### src/rtl/alu_arbiter.sv
// Arbitrates NREQ valid/ready requesters onto one single-cycle 32-bit ALU with a one-entry response buffer.
// Define ALU_ARB_RR_EN for round-robin grant; the default build uses fixed lowest-index priority.

module alu_arbiter_alu (
  input  logic [31:0] a,
  input  logic [31:0] b,
  input  logic [3:0]  op,
  output logic [31:0] result
);
  logic [4:0] shamt;

  assign shamt = b[4:0];

  always_comb begin
    result = 32'hBEEF_DEAD;
    unique case (op)
      4'd0:    result = a + b;
      4'd1:    result = a - b;
      4'd2:    result = a & b;
      4'd3:    result = a | b;
      4'd4:    result = a ^ b;
      4'd5:    result = a << shamt;
      4'd6:    result = a >> shamt;
      4'd7:    result = $unsigned($signed(a) >>> shamt);
      4'd8:    result = {31'd0, $signed(a) < $signed(b)};
      4'd9:    result = {31'd0, a < b};
      default: result = 32'hBEEF_DEAD;
    endcase
  end
endmodule

module alu_arbiter #(
  parameter  int unsigned NREQ = 2,
  localparam int unsigned IDW  = (NREQ > 1) ? $clog2(NREQ) : 1
) (
  input  logic                 clk,
  input  logic                 rst_n,
  input  logic [NREQ-1:0]      req_valid,
  output logic [NREQ-1:0]      req_ready,
  input  logic [NREQ*32-1:0]   req_a,
  input  logic [NREQ*32-1:0]   req_b,
  input  logic [NREQ*4-1:0]    req_op,
  output logic                 rsp_valid,
  input  logic                 rsp_ready,
  output logic [31:0]          rsp_result,
  output logic                 rsp_zero,
  output logic [IDW-1:0]       rsp_id
);
  typedef enum logic {
    S_EMPTY = 1'b0,
    S_FULL  = 1'b1
  } state_e;

  state_e          state_q, state_d;
  logic [31:0]     result_q, result_d;
  logic            zero_q, zero_d;
  logic [IDW-1:0]  id_q, id_d;

  logic [NREQ-1:0] grant_c;
  logic [IDW-1:0]  grant_id_c;
  logic            grant_any_c;
  logic            can_accept_c;
  logic            accept_c;
  logic [31:0]     alu_a_c;
  logic [31:0]     alu_b_c;
  logic [3:0]      alu_op_c;
  logic [31:0]     alu_res_c;

`ifdef ALU_ARB_RR_EN
  logic [IDW-1:0]  last_id_q, last_id_d;

  // Round-robin: search starts just after the last winner and wraps.
  always_comb begin
    int unsigned idx;
    grant_id_c  = '0;
    grant_any_c = 1'b0;
    idx         = 0;
    for (int unsigned k = 1; k <= NREQ; k++) begin
      idx = (32'(last_id_q) + k) % NREQ;
      if (!grant_any_c && req_valid[IDW'(idx)]) begin
        grant_any_c = 1'b1;
        grant_id_c  = IDW'(idx);
      end
    end
  end

  assign last_id_d = accept_c ? grant_id_c : last_id_q;
`else
  // Fixed priority: lowest asserted index wins.
  always_comb begin
    grant_id_c  = '0;
    grant_any_c = 1'b0;
    for (int unsigned i = 0; i < NREQ; i++) begin
      if (!grant_any_c && req_valid[i]) begin
        grant_any_c = 1'b1;
        grant_id_c  = IDW'(i);
      end
    end
  end
`endif

  always_comb begin
    grant_c             = '0;
    grant_c[grant_id_c] = grant_any_c;
  end

  assign rsp_valid    = (state_q == S_FULL);
  assign can_accept_c = !rsp_valid || rsp_ready;
  assign req_ready    = grant_c & {NREQ{can_accept_c & rst_n}};
  assign accept_c     = |req_ready;

  // Steer the winner's operands to the shared ALU.
  always_comb begin
    alu_a_c  = '0;
    alu_b_c  = '0;
    alu_op_c = '0;
    for (int unsigned i = 0; i < NREQ; i++) begin
      if (grant_c[i]) begin
        alu_a_c  = req_a[32*i +: 32];
        alu_b_c  = req_b[32*i +: 32];
        alu_op_c = req_op[4*i +: 4];
      end
    end
  end

  alu_arbiter_alu u_alu (
    .a      (alu_a_c),
    .b      (alu_b_c),
    .op     (alu_op_c),
    .result (alu_res_c)
  );

  // Response buffer: an accept always loads; otherwise a consumed entry empties.
  always_comb begin
    state_d  = state_q;
    result_d = result_q;
    zero_d   = zero_q;
    id_d     = id_q;
    if (accept_c) begin
      state_d  = S_FULL;
      result_d = alu_res_c;
      zero_d   = (alu_res_c == 32'd0);
      id_d     = grant_id_c;
    end else if (state_q == S_FULL && rsp_ready) begin
      state_d = S_EMPTY;
    end
  end

  always_ff @(posedge clk) begin
    if (!rst_n) begin
      state_q   <= S_EMPTY;
      result_q  <= '0;
      zero_q    <= 1'b0;
      id_q      <= '0;
`ifdef ALU_ARB_RR_EN
      last_id_q <= IDW'(NREQ - 1);
`endif
    end else begin
      state_q   <= state_d;
      result_q  <= result_d;
      zero_q    <= zero_d;
      id_q      <= id_d;
`ifdef ALU_ARB_RR_EN
      last_id_q <= last_id_d;
`endif
    end
  end

  assign rsp_result = result_q;
  assign rsp_zero   = zero_q;
  assign rsp_id     = id_q;
endmodule
### config.mk
export PLATFORM = sky130hd
export DESIGN_NAME = alu_arbiter
export DESIGN_NICKNAME = d
export VERILOG_FILES = /design/src/rtl/alu_arbiter.sv
export SDC_FILE = /design/constraint.sdc
export NUM_CORES = 1
export LEC_CHECK = 0
export BUFFER_PORTS_ARGS = -buffer_cell sky130_fd_sc_hd__buf_4
export CORE_UTILIZATION = 35
export DETAILED_ROUTE_END_ITERATION = 10
export PLACE_DENSITY_LB_ADDON = 0.08
export SLEW_MARGIN = 0
export SYNTH_ARGS = -nofsm -noshare
export SYNTH_HDL_FRONTEND = slang
export SYNTH_SLANG_ARGS = --single-unit
### constraint.sdc
create_clock -name clk -period 9.3 [get_ports clk]
set_clock_uncertainty 0.1 [all_clocks]
set_input_delay 1.395 -clock clk [delete_from_list [all_inputs] [get_ports clk]]
set_output_delay 1.395 -clock clk [all_outputs]
set_load 0.005 [all_outputs]
==> results.yml <==
worst_setup_path:
  cp_num_buf_inv: 2
  reg2reg_depth: 12
  cpLargestDelayFamily: "simple AND/OR/NAND/NOR gates"
  crit_path_end_kind: "register"
  cp_max_fo: 34
  rrSetupSlack_ps: 6160
  worstSetupStartpoint: "req_valid[1]"
  path_cells: "buf_4 > and2b_2 > buf_4 > a22o_1 > ha_1 > or4_1 > or3_1 > and3b_1 > nor3_1 > a32oi_1 > a2bb2oi_1 > a2111oi_1 > and3_1 > o2111ai_1 > nor3_1 > nand4_1 > o21ai_1"
  worst-setup-path-type: "in2reg"
  cpPeakStageDelay_ps: 890
  crit_required_ps: 9420
  worstPathArrival_ps: 7170
  worst-path-stages: 17
  critPathSlowestCell: "a2111oi_1"
  r2r-start: "rsp_valid"
  critPathLaunchType: "primary input"
power_and_ir_drop:
  leakagePower_nw: 5.777
  combPwrFrac: 0.749
  p_int_w: 0.0006507
  power_density_nw_per_um2: 106.3
  power.share.switching: 0.5598
  seqPwrFrac: 0.116
  vdd_drop_max_v: 0.00006382
  p_switching_w: 0.0008276
  clkPwrFrac: 0.135
sta:
  setup_tns_ps: 0
  rsz0062_at_grt: "false"
  min_period_ps: 7053
  tightest_slew_ps: 1143
  period_share: 0.7584
  hold_violations: 0
  slew_headroom: 0.2309
  max_freq_ghz: 0.1418
  drv_slew: 0
  setup_violations: 0
yosys:
  mappedNetlistArea_um2: 12370
  yosys_register_bits: 35
  synth_top_area_frac: 0.1001
  synth_area_leaders: "ha_1 10%, o21ai_0 6.1%, dfxtp_1 5.7%"
  synth_edf_count: 0
  ys.flop_type: "dfxtp_1"
  yosys.area.top_type: "ha_1"
  syn_nets: 2099
  seq_area_frac_synth: 0.05664
  syn_inst: 1857
  synthArstFlopShare: 0
  synth_warnings: 0
  yosysUniqueCellTypes: 102
  avgSynthCellArea_um2: 6.662
floorplanning:
  num_rows: 68
  dieHeight_um: 190
  chipWidth_um: 190
  initial_core_util: 0.3572
  core_area_um2: 34630
  die_area_um2: 36100
  pin_count: 178
drt:
  via_count: 16876
  wire_per_inst_um: 32.90
  drtIter0Drc: 2402
  drc: 0
  drt_first_pass_iters: 7
  postRouteAntennaNets: 0
  wl_um: 78560
  vias_per_cell: 7.067
clocking:
  cts.clk_slew.worst_paths_ps: 60
  cts_tree: "done"
  post_cts_buffers: 0
  cts_hold_buf: 0
  cts_made_buffers: 5
  cts_root_buffer: "clkbuf_16"
  cts_sinks: 35
  clock_latency_ps: 280
  clk_path_buf_depth: 2
  cts-resized-gates: 0
  cts.htree.levels: 2
finish:
  drive_gt1_frac: 0.1446
  layout_commonest_cell: "buf_4"
  area_growth_pct: 12.37
  finalNetCount: 2170
  final_cell_mix: "211 x buf_4, 178 x nor2_1, 163 x nand2_1"
  fill_cells: 3807
  stdcell_area_um2: 13900
  final_util: 0.4014
  fin_cells: 2388
global_routing:
  grt_pass1_vias: 15811
  track_usage: 0.4242
  grt_pass1_wl_um: 111900
  grt-ovfl-total: 0
  antenna_found_initial: 6
  grt_max_degree: 80
min_path:
  min-delay-start: "rsp_id"
  hp-class: "reg2reg"
  worstHoldPathCells: 2
place:
  port_buffers: 177
  post-place-cells: 2376
  place_area_um2: 13720
  dp_hpwl_um: 63020
  gp_congestion: 1.097
job:
  maxCapViolations: 0
status:
  status: "completed"
-- area by class of cell --
| class | instances | area (um^2) | share of cell area |
|---|---|---|---|
| well taps | 455 | 569.3 | 0.04095 |
| clock inverters | 2 | 35.03 | 0.002520 |
| repair buffers | 211 | 1584 | 0.1140 |
| inverters | 97 | 371.6 | 0.02673 |
| clock buffers | 6 | 138.9 | 0.009991 |
| flip-flops and latches | 35 | 700.7 | 0.05041 |
| multi-input cells | 1578 | 10490 | 0.7547 |
| diodes | 4 | 10.01 | 0.0007201 |
-- path summary, 6_finish.rpt --
kind                                 end
worst max-delay path            rsp_zero
worst min-delay path              rsp_id
worst max register to register  rsp_zero
worst min register to register    rsp_id
-- cells by family (layout without fill, tap and decap cells) --
| group | after synthesis | in the layout | share of synthesized area |
|---|---|---|---|
| buf+inv | 244 | 316 | 0.09781 |
| simple gates | 681 | 681 | 0.2710 |
| flops | 35 | 35 | 0.05664 |
| compound gates | 763 | 763 | 0.4385 |
| other cells | 0 | 4 | 0 |
| fa+ha+maj | 101 | 101 | 0.1034 |
| xor+xnor | 8 | 8 | 0.005664 |
| mux | 25 | 25 | 0.02711 |
-- registers in the layout, indices dropped and copies added (netlist names) --
| register | count |
|---|---|
| rsp_result | 32 |
| rsp_id | 1 |
| rsp_valid | 1 |
| rsp_zero | 1 |
-- metrics by stage --
stage	setup WS, ps	total power, W	hold slack [ps]
6_report	2247	0.001478	360.0
5_1_grt	2060	0.001539	382.8
4_1_cts	2479	0.001435	359.3
3_5_place_dp	2168	0.001231	354.2
3_3_place_gp	2262	0.001235	351.0
2_1_floorplan	3449	0.0008255	351.7
-- power groups by stage --
stage	registers [W]	logic, W	clock network (W)
after floorplan	0.000175	0.000650	0
after global placement	0.000175	0.00106	0
after detailed placement	0.000175	0.00106	0
after CTS	0.000172	0.00106	0.000202
after global routing	0.000173	0.00116	0.000209
final	0.000172	0.00111	0.000199
-- cells in the mapped netlist (11+ instances only) --
cell	number
nor2_1	180
nand2_1	163
o21ai_0	150
a21oi_1	122
nand3_1	118
ha_1	99
inv_1	91
a22o_1	60
clkbuf_1	56
o211ai_1	47
nand4_1	44
buf_2	39
o22ai_1	37
dfxtp_1	35
a211oi_1	32
nor3_1	31
o211a_1	27
a22oi_1	23
buf_6	22
nand2b_1	22
a31oi_1	21
o32a_1	20
a221oi_1	18
o221ai_1	18
a211o_1	17
nor4_1	16
o31ai_1	16
a21o_1	15
buf_4	15
and2_1	14
buf_1	13
o21ai_1	12
mux2i_1	11
o21bai_1	11
-- metal layers --
layer | vias up | global-route usage | part of all wire
met2 | 1148 | 0.6513 | 0.42
met4 | 4 | 0.2450 | 0.068
met5 | - | 0 | 0.00034
met3 | 259 | 0.1024 | 0.10
li1 | 7284 | - | -
met1 | 8181 | 0.5376 | 0.40
-- worst register-to-register path, cell delays in order, from the launching register on --
cell	delay [ps]
dfxtp_1	310
nand2b_1	80
nand2_1	150
nor2_4	270
o211ai_1	120
a21oi_1	230
nand4_1	120
a2111oi_0	680
and3_1	270
o2111ai_1	110
nor3_1	350
nand4_1	140
o21ai_1	140
(Power assumes the default switching activity.)
